[src/rtl/rom_download_ctrl_if.sv]
// HPS ioctl download bus: level-qualified byte stream with a one-cycle write strobe.
// The HPS side drives it (master); the ROM download controller receives it (slave).
interface rom_download_ctrl_if;
    logic        ioctl_download;
    logic        ioctl_wr;
    logic [24:0] ioctl_addr;
    logic [7:0]  ioctl_dout;

    modport master (output ioctl_download, ioctl_wr, ioctl_addr, ioctl_dout);
    modport slave  (input  ioctl_download, ioctl_wr, ioctl_addr, ioctl_dout);
endinterface

[src/rtl/rom_download_ctrl.sv]
// Routes the HPS ROM download into the Scramble CPU/sound/graphics/PROM regions,
// checks the image for completeness, and owns the core reset.
//
// state   | meaning
// S_IDLE  | no download seen since reset, core held in reset
// S_LOAD  | download active, bytes decoded into region write strobes
// S_HOLD  | image good or user reset, core held for HOLD_CYCLES
// S_RUN   | core released
// S_FAULT | bad image, core held until the next download
module rom_download_ctrl #(
    parameter int unsigned CPU_SIZE    = 16384,
    parameter int unsigned SND_SIZE    = 8192,
    parameter int unsigned GFX_SIZE    = 4096,
    parameter int unsigned PROM_SIZE   = 32,
    parameter int unsigned HOLD_CYCLES = 1024
) (
    input  logic               clk_sys,
    input  logic               reset_n,
    rom_download_ctrl_if.slave ioctl,
    input  logic               user_reset,
    output logic [15:0]        rom_addr,
    output logic [7:0]         rom_data,
    output logic               cpu_we,
    output logic               snd_we,
    output logic               gfx_we,
    output logic               prom_we,
    output logic               core_reset,
    output logic               dl_done,
    output logic               dl_error,
    output logic [15:0]        byte_count
);
    localparam logic [24:0] SND_BASE  = 25'(CPU_SIZE);
    localparam logic [24:0] GFX_BASE  = 25'(CPU_SIZE + SND_SIZE);
    localparam logic [24:0] PROM_BASE = 25'(CPU_SIZE + SND_SIZE + GFX_SIZE);
    localparam logic [24:0] TOTAL     = 25'(CPU_SIZE + SND_SIZE + GFX_SIZE + PROM_SIZE);
    localparam int unsigned HW        = (HOLD_CYCLES > 1) ? $clog2(HOLD_CYCLES) : 1;
    localparam logic [HW-1:0] HOLD_LAST = HW'(HOLD_CYCLES - 1);

    typedef enum logic [2:0] {S_IDLE, S_LOAD, S_HOLD, S_RUN, S_FAULT} state_t;

    state_t        state_q;
    logic          dl_q;
    logic          ur_q;
    logic [HW-1:0] hold_q;
    logic [3:0]    we_q;
    logic [15:0]   rom_addr_q;
    logic [7:0]    rom_data_q;
    logic          core_reset_q;
    logic          dl_done_q;
    logic          dl_error_q;
    logic [15:0]   byte_count_q;

    logic          rise;
    logic          fall;
    logic          wr_load;
    logic          in_range;
    logic          accept;
    logic [3:0]    sel;
    logic [24:0]   base;
    logic [15:0]   offset;
    logic [15:0]   byte_count_d;
    logic          dl_error_d;
    logic          fault_d;

    always_comb begin
        rise     = ioctl.ioctl_download & ~dl_q;
        fall     = ~ioctl.ioctl_download & dl_q;
        wr_load  = ioctl.ioctl_wr && (state_q == S_LOAD);
        in_range = ioctl.ioctl_addr < TOTAL;
        accept   = wr_load && in_range;
        sel      = 4'b0000;
        base     = '0;
        if (ioctl.ioctl_addr < SND_BASE) begin
            sel = 4'b1000;
        end else if (ioctl.ioctl_addr < GFX_BASE) begin
            sel  = 4'b0100;
            base = SND_BASE;
        end else if (ioctl.ioctl_addr < PROM_BASE) begin
            sel  = 4'b0010;
            base = GFX_BASE;
        end else begin
            sel  = 4'b0001;
            base = PROM_BASE;
        end
        offset       = 16'(ioctl.ioctl_addr - base);
        byte_count_d = byte_count_q;
        if (accept && (byte_count_q != 16'hFFFF)) begin
            byte_count_d = byte_count_q + 16'd1;
        end
        dl_error_d = dl_error_q | (wr_load & ~in_range);
        // A strobe landing on the fall cycle is counted before the image check.
        fault_d    = dl_error_d || ({9'd0, byte_count_d} != TOTAL);
    end

    always_ff @(posedge clk_sys) begin
        if (!reset_n) begin
            state_q      <= S_IDLE;
            dl_q         <= 1'b1;
            ur_q         <= 1'b0;
            hold_q       <= '0;
            we_q         <= 4'b0000;
            rom_addr_q   <= '0;
            rom_data_q   <= '0;
            core_reset_q <= 1'b1;
            dl_done_q    <= 1'b0;
            dl_error_q   <= 1'b0;
            byte_count_q <= '0;
        end else begin
            dl_q         <= ioctl.ioctl_download;
            ur_q         <= user_reset;
            we_q         <= accept ? sel : 4'b0000;
            core_reset_q <= !((state_q == S_RUN) && !user_reset && !rise);
            if (accept) begin
                rom_addr_q <= offset;
                rom_data_q <= ioctl.ioctl_dout;
            end
            case (state_q)
                S_LOAD: begin
                    byte_count_q <= byte_count_d;
                    dl_error_q   <= dl_error_d;
                    if (fall) begin
                        if (fault_d) begin
                            state_q    <= S_FAULT;
                            dl_error_q <= 1'b1;
                        end else begin
                            state_q <= S_HOLD;
                            hold_q  <= '0;
                        end
                    end
                end
                S_HOLD: begin
                    // Hold time restarts from the cycle the user request drops.
                    if (user_reset || ur_q) begin
                        hold_q <= '0;
                    end else if (hold_q == HOLD_LAST) begin
                        state_q   <= S_RUN;
                        dl_done_q <= 1'b1;
                    end else begin
                        hold_q <= hold_q + HW'(1);
                    end
                end
                S_RUN: begin
                    if (user_reset) begin
                        state_q <= S_HOLD;
                        hold_q  <= '0;
                    end
                end
                default: ;
            endcase
            if (rise) begin
                state_q      <= S_LOAD;
                byte_count_q <= '0;
                dl_error_q   <= 1'b0;
                dl_done_q    <= 1'b0;
            end
        end
    end

    assign {cpu_we, snd_we, gfx_we, prom_we} = we_q;
    assign rom_addr   = rom_addr_q;
    assign rom_data   = rom_data_q;
    assign core_reset = core_reset_q;
    assign dl_done    = dl_done_q;
    assign dl_error   = dl_error_q;
    assign byte_count = byte_count_q;
endmodule
[src/flat_wrapper.sv]
// flat-port wrapper written by rule: the top's interface ports become plain ports
module rom_download_ctrl_flat 
#(
    parameter int unsigned CPU_SIZE    = 16384,
    parameter int unsigned SND_SIZE    = 8192,
    parameter int unsigned GFX_SIZE    = 4096,
    parameter int unsigned PROM_SIZE   = 32,
    parameter int unsigned HOLD_CYCLES = 1024
)
  (clk_sys, reset_n, user_reset, rom_addr, rom_data, cpu_we, snd_we, gfx_we, prom_we, core_reset, dl_done, dl_error, byte_count, ioctl_ioctl_download, ioctl_ioctl_wr, ioctl_ioctl_addr, ioctl_ioctl_dout);
  rom_download_ctrl_if ioctl_i ();
  input  logic clk_sys;
  input  logic reset_n;
  input  logic user_reset;
  output logic [15:0] rom_addr;
  output logic [7:0] rom_data;
  output logic cpu_we;
  output logic snd_we;
  output logic gfx_we;
  output logic prom_we;
  output logic core_reset;
  output logic dl_done;
  output logic dl_error;
  output logic [15:0] byte_count;
  input wire logic [$bits(ioctl_i.ioctl_download)-1:0] ioctl_ioctl_download;
  input wire logic [$bits(ioctl_i.ioctl_wr)-1:0] ioctl_ioctl_wr;
  input wire logic [$bits(ioctl_i.ioctl_addr)-1:0] ioctl_ioctl_addr;
  input wire logic [$bits(ioctl_i.ioctl_dout)-1:0] ioctl_ioctl_dout;
  assign ioctl_i.ioctl_download = ioctl_ioctl_download;
  assign ioctl_i.ioctl_wr = ioctl_ioctl_wr;
  assign ioctl_i.ioctl_addr = ioctl_ioctl_addr;
  assign ioctl_i.ioctl_dout = ioctl_ioctl_dout;
  rom_download_ctrl #(.CPU_SIZE(CPU_SIZE), .SND_SIZE(SND_SIZE), .GFX_SIZE(GFX_SIZE), .PROM_SIZE(PROM_SIZE), .HOLD_CYCLES(HOLD_CYCLES)) u_core (.clk_sys(clk_sys), .reset_n(reset_n), .ioctl(ioctl_i), .user_reset(user_reset), .rom_addr(rom_addr), .rom_data(rom_data), .cpu_we(cpu_we), .snd_we(snd_we), .gfx_we(gfx_we), .prom_we(prom_we), .core_reset(core_reset), .dl_done(dl_done), .dl_error(dl_error), .byte_count(byte_count));
endmodule
[config.mk]
export PLATFORM = sky130hd
export DESIGN_NAME = rom_download_ctrl_flat
export DESIGN_NICKNAME = d
export VERILOG_FILES = /design/src/rtl/rom_download_ctrl_if.sv /design/src/rtl/rom_download_ctrl.sv /design/src/flat_wrapper.sv
export SDC_FILE = /design/constraint.sdc
export NUM_CORES = 1
export LEC_CHECK = 0
export ABC_AREA = 1
export CELL_PAD_IN_SITES_DETAIL_PLACEMENT = 0
export CELL_PAD_IN_SITES_GLOBAL_PLACEMENT = 1
export CORE_AREA = 2 2 109 90
export DETAILED_ROUTE_END_ITERATION = 6
export DIE_AREA = 0 0 111 92
export PLACE_DENSITY = 0.88
export SYNTH_ARGS = -nofsm -noshare
export SYNTH_HDL_FRONTEND = slang
export SYNTH_SLANG_ARGS = --single-unit
[constraint.sdc]
create_clock -name clk_sys -period 5.3 [get_ports clk_sys]
set_input_delay 1.06 -clock clk_sys [delete_from_list [all_inputs] [get_ports clk_sys]]
set_output_delay 1.06 -clock clk_sys [all_outputs]
set_load 0.01 [all_outputs]
* After elaboration in Yosys (flattened, before gate mapping)
Index checks and enable logic that the tools add are counted.
** Word-level totals
- Register bits after elaboration :: 62
- Input bits :: 38
- Output and inout port bits :: 47
- Word-level logic and storage cells :: 89
** Operators by class
- Add/subtract/negate cells :: 3
- $lt $le $gt $ge :: 4
- Eq/ne operators :: 16
- Muxes and demuxes :: 22
- Bitwise operators :: 10
- Reductions and logical operators :: 20
** Operator list (count)
- less-than comparator 25 x 15 -> 1 bit, second input constant :: 4
- two-way mux 10 bit :: 5
- two-way mux 16 bit :: 2
- case mux 10 bit (3 select lines) :: 1
- adder 16 x 1 -> 16 bit, second input constant :: 1
- != test 16 x 15 -> 1 bit, second input constant :: 1
- != test 16 bit, second input constant :: 1
- subtractor 16 bit :: 1
- two-way mux 3 bit :: 5
- AND reduction 5 bit :: 3
- two-way mux 14 bit :: 1
- two-way mux 13 bit :: 1
- adder 10 x 1 -> 10 bit, second input constant :: 1
- equality test 10 bit, second input constant :: 1
- != test 3 x 2 -> 1 bit, second input constant :: 3
- case mux 3 bit (3 select lines) :: 1
- two-way mux 4 bit :: 2
- equality test 3 x 2 -> 1 bit, second input constant :: 2
- != test 2 bit, second input constant :: 3
- != test 3 x 1 -> 1 bit, second input constant :: 2
- inverter 1 bit :: 6
- logical AND 1 bit :: 5
- != test 2 x 1 -> 1 bit, second input constant :: 2
- nonzero test 4 bit :: 1
- other kinds (13) :: 20

* Depth between registers and ports, before layout
- Word-level depth :: 11
- Mapped depth :: 20

* Worst setup path before layout
No wires, ideal clock.
- Kind :: input to register
- Start :: input port ioctl_ioctl_addr[18]
- End :: register u_core.hold_q[0]
- Arrival :: 2.526 ns
- Setup slack :: 2.642 ns
- Cell stages on the path :: 15
- Buffers on the path :: 1
- Cell sequence :: nor2_1 -> nand3_1 -> nor2_2 -> nand4_2 -> buf_6 -> nand2_1 -> nand2_1 -> nor2_1 -> nand2_1 -> nor2_1 -> nand3_2 -> nand2_4 -> nand2_4 -> nand2_1 -> a21oi_1
** Between the ends
- Longest elaborated chain between the ends :: 8
- Elaborated cells on any way between the ends :: 11
- Those cells by class :: 1 x order compare; 2 x eq/ne; 1 x mux; 3 x bitwise; 4 x reduce/logical
** RTL lines
- from (decl) :: line flat_wrapper.sv:27 : input wire logic [$bits(ioctl_i.ioctl_addr)-1:0] ioctl_ioctl_addr;
- less-than comparator 25 x 15 -> 1 bit * :: line rom_download_ctrl.sv:69 : in_range = ioctl.ioctl_addr < TOTAL;
- logical AND 1 bit :: line rom_download_ctrl.sv:70 : accept = wr_load && in_range;
- logical AND 1 bit :: line rom_download_ctrl.sv:87 : if (accept && (byte_count_q != 16'hFFFF)) begin
- two-way mux 16 bit :: line rom_download_ctrl.sv:87
- != test 16 x 15 -> 1 bit :: line rom_download_ctrl.sv:92 : fault_d = dl_error_d || ({9'd0, byte_count_d} != TOTAL);
- logical OR 1 bit * :: line rom_download_ctrl.sv:92
- != test 2 bit (no source line) *
- AND reduction 5 bit (no source line) *
- to (signal assigned) :: line rom_download_ctrl.sv:139 : hold_q <= hold_q + HW'(1);
- to (decl) :: line rom_download_ctrl.sv:44 : logic [HW-1:0] hold_q;
Mark *: on every way between the ends. The rest lies on a longest branch, timed or not.
A chain may end at the register's enable or synchronous reset.

* Worst setup path in the final report
- Start :: input port ioctl_ioctl_addr[8]
- End :: register u_core.hold_q[8]
Same word-level chain as after synthesis.

==> flow_summary_export.csv <==
group,metric,value,unit
synthesis,ys.flop_type,"dfxtp_1",
clock_tree,clock_latency,0.32,ns
job,cap_viol_max_count,0,
global_route,met2_usage,25.4,%
synthesis,synth_commonest_cells,"nand2_1 (135), nor2_1 (67), dfxtp_1 (62)",
sta,max_freq,294,MHz
clock_tree,clock_sinks,62,
worst_hold_path,whs_path_depth,2,
detailed_routing,wl,8070,µm
synthesis,synth_cell_types,33,
final_layout,layout.nets,597,
setup_path,arrival,3.57,ns
global_route,antenna_found_initial,0,
sta,skew,0.00847,ns
global_route,grt_pass1_wl,13200,µm
clock_tree,clk_pin_slew,0.06,ns
clock_tree,cts_root_buf,"clkbuf_16",
detailed_routing,vias,3144,
clock_tree,postCtsHoldBufs,0,
global_route,grtUsageMet3,4.82,%
detailed_routing,vias_per_cell,4.64,
clock_tree,h-tree-depth,3,
die,start_util,34.4,%
detailed_routing,final_antenna_net_count,0,
setup_path,crit_fanout,21,
sta,setup_viol,0,
synthesis,syn-num-nets,514,
synthesis,syn-cell-area,3180,µm²
die,die_width,111,µm
setup_path,start_kind,"input pin",
clock_tree,postCtsSetupBuffers,0,
final_layout,drive_gt1_share,8.24,%
synthesis,synth-edff-count,0,
synthesis,syn-instance-count,470,
clock_tree,cts_buffers,9,
sta,relSlewSlack,38.4,%
global_route,grt_util_all_layers,15.8,%
die,core_area,9250,µm²
synthesis,ys_ff_latch,62,
placement,numPortBuffers,84,
sta,rsz0062_at_grt,"no",
synthesis,async_flop_share,0,%
detailed_routing,firstDrtPassIters,4,
global_route,grt_overflow,0,
synthesis,postSynthAreaPerCell,6.77,µm²
setup_path,r2r_cells,17,
clock_tree,cts_tree,"done",
die,row_count,32,
synthesis,synth.top_cell.area_share,39.0,%
final_layout,diodes,0,
global_route,grt_pass1_vias,2853,
detailed_routing,drc,0,
outcome,status,"finished clean",
clock_tree,clk_path_buf_depth,2,
sta,period_share,64.2,%
final_layout,synthToLayoutAreaGrowth,39.7,%
synthesis,synthTopCellsByArea,"dfxtp_1 (39%), nand2_1 (16%), a21oi_1 (8.2%), nor2_1 (7.9%), inv_1 (5.3%)",
detailed_routing,first_iter_violations,112,
synthesis,yosys.area.top_type,"dfxtp_1",
sta,hold_viol,0,
power_and_ir_drop,total_power,1.23,mW
global_route,busiest_layer,"met2",
sta,setup-tns-final,0,ns
global_route,grt_max_degree,31,
die,die_y,92,µm
worst_hold_path,min_path_type,"reg2reg",
setup_path,required,5.46,ns
power_and_ir_drop,power.density,276,nW/µm²
setup_path,critPathCaptureType,"register",
sta,fin_crit,3.40,ns
setup_path,critical_path_class,"in2reg",
clock_tree,cts.repair.resized,0,
placement,place_hpwl,5940,µm
synthesis,yosysMostFrequentCell,"nand2_1",
power_and_ir_drop,power_leakage,1.73,nW
die,die-area,10200,µm²
global_route,met1_usage,20.5,%
power_and_ir_drop,ir_worst_vdd,0.136,mV
synthesis,yosysSeqAreaShare,39.0,%
synthesis,yosysWarnings,0,
die,num_io_pins,85,
sta,tightest_slew,0.923,ns
detailed_routing,wire_per_inst,11.9,µm
placement,place_congestion,0.836,
sta,drv_slew,0,
## layer usage
metal  vias to the layer above  share of wire (%)
li1                       1654                  -
met1                      1401                 47
met2                        83                 45
met3                         6                6.2
met4                         0                1.0
met5                         -                  0
## flip-flops by register name (all words and copies together), names as in the netlist
register	cells
u_core.hold_q	10
u_core.dl_q	1
u_core.state_q	3
u_core.core_reset	1
u_core.byte_count	16
u_core.ur_q	1
u_core.dl_done	1
u_core.rom_addr	16
u_core.dl_error	1
u_core.rom_data	8
u_core.we_q	4
## cells in the final DEF (no fill, tap or decap), types with 2 or more instances in the layout
| master | count |
|---|---|
| nand2_1 | 135 |
| clkdlybuf4s50_1 | 84 |
| nor2_1 | 67 |
| dfxtp_1 | 62 |
| a21oi_1 | 52 |
| inv_1 | 45 |
| nand3_1 | 16 |
| o21ai_0 | 15 |
| nand2_2 | 9 |
| clkbuf_16 | 9 |
| xor2_1 | 7 |
| nor3_1 | 7 |
| xnor2_1 | 6 |
| nor2_2 | 5 |
| ha_1 | 5 |
| nand3_2 | 4 |
| nand4_1 | 4 |
| nor2_4 | 2 |
| inv_2 | 2 |
| clkinv_2 | 2 |
| nand3b_1 | 2 |
| nand2_4 | 2 |
| clkbuf_8 | 2 |
| bufinv_16 | 2 |
## metrics by stage
step | std cells | cell area [µm²] | setup WS [ns] | utilization (%) | hold WS, ns
after detailed placement | 661 | 4110 | 1.52 | 44.4 | 0.456
after global placement | 661 | 4110 | 1.58 | 44.4 | 0.451
after CTS | 677 | 4440 | 1.85 | 48.1 | 0.464
after global routing | 677 | 4440 | 1.60 | 48.1 | 0.481
after floorplan | 470 | 3180 | 2.64 | - | 0.440
final | 677 | 4440 | 1.90 | 48.1 | 0.461
## logic make-up after synthesis
family | after synthesis | synth area share (%)
AO/OA/AOI/OAI | 70 | 11.4
adder cells (fa/ha/maj) | 6 | 2.60
flip-flops | 62 | 39.0
XOR/XNOR | 13 | 3.58
buffers and inverters | 61 | 7.71
AND/OR/NAND/NOR | 258 | 35.7
## critical path, cell delays in order
cell and delay (ns):
clkdlybuf4s50_1 0.44, nor2_1 0.11, nand2_1 0.08, o21ai_2 0.20
nand3_4 0.26, nor2_4 0.42, o21ai_0 0.18, nor2_1 0.11
nand2_1 0.07, nor2_1 0.13, nand3_2 0.10, nand2_4 0.14
nand2_4 0.10, nand2_1 0.10, a21oi_1 0.06
## area by class of cell
type	count	area, µm²
Fill cell	940	4800
Clock inverter	5	81.3
Timing Repair Buffer	84	841
Tap cell	119	149
Inverter	49	185
Sequential cell	62	1240
Multi-Input combinational cell	347	1690
Clock buffer	11	253
## report_power, final
part | switching [mW] | internal, mW | leakage, nW
Clock | 0.206 | 0.437 | 0.162
Combinational | 0.0597 | 0.0465 | 1.07
Sequential | 0.00459 | 0.474 | 0.500
## worst paths after layout
kind                                      from                          endpoint  slack (ns)
max                        ioctl_ioctl_addr[8]     u_core.hold_q[8]$_SDFFE_PN0P_        1.90
min           u_core.rom_addr[10]$_SDFFE_PN0N_  u_core.rom_addr[10]$_SDFFE_PN0N_        0.46
max reg2reg  u_core.byte_count[0]$_SDFFE_PP0N_     u_core.hold_q[8]$_SDFFE_PN0P_        2.62
min reg2reg   u_core.rom_addr[10]$_SDFFE_PN0N_  u_core.rom_addr[10]$_SDFFE_PN0N_        0.46
No activity file was read; power rests on OpenSTA's default activity.
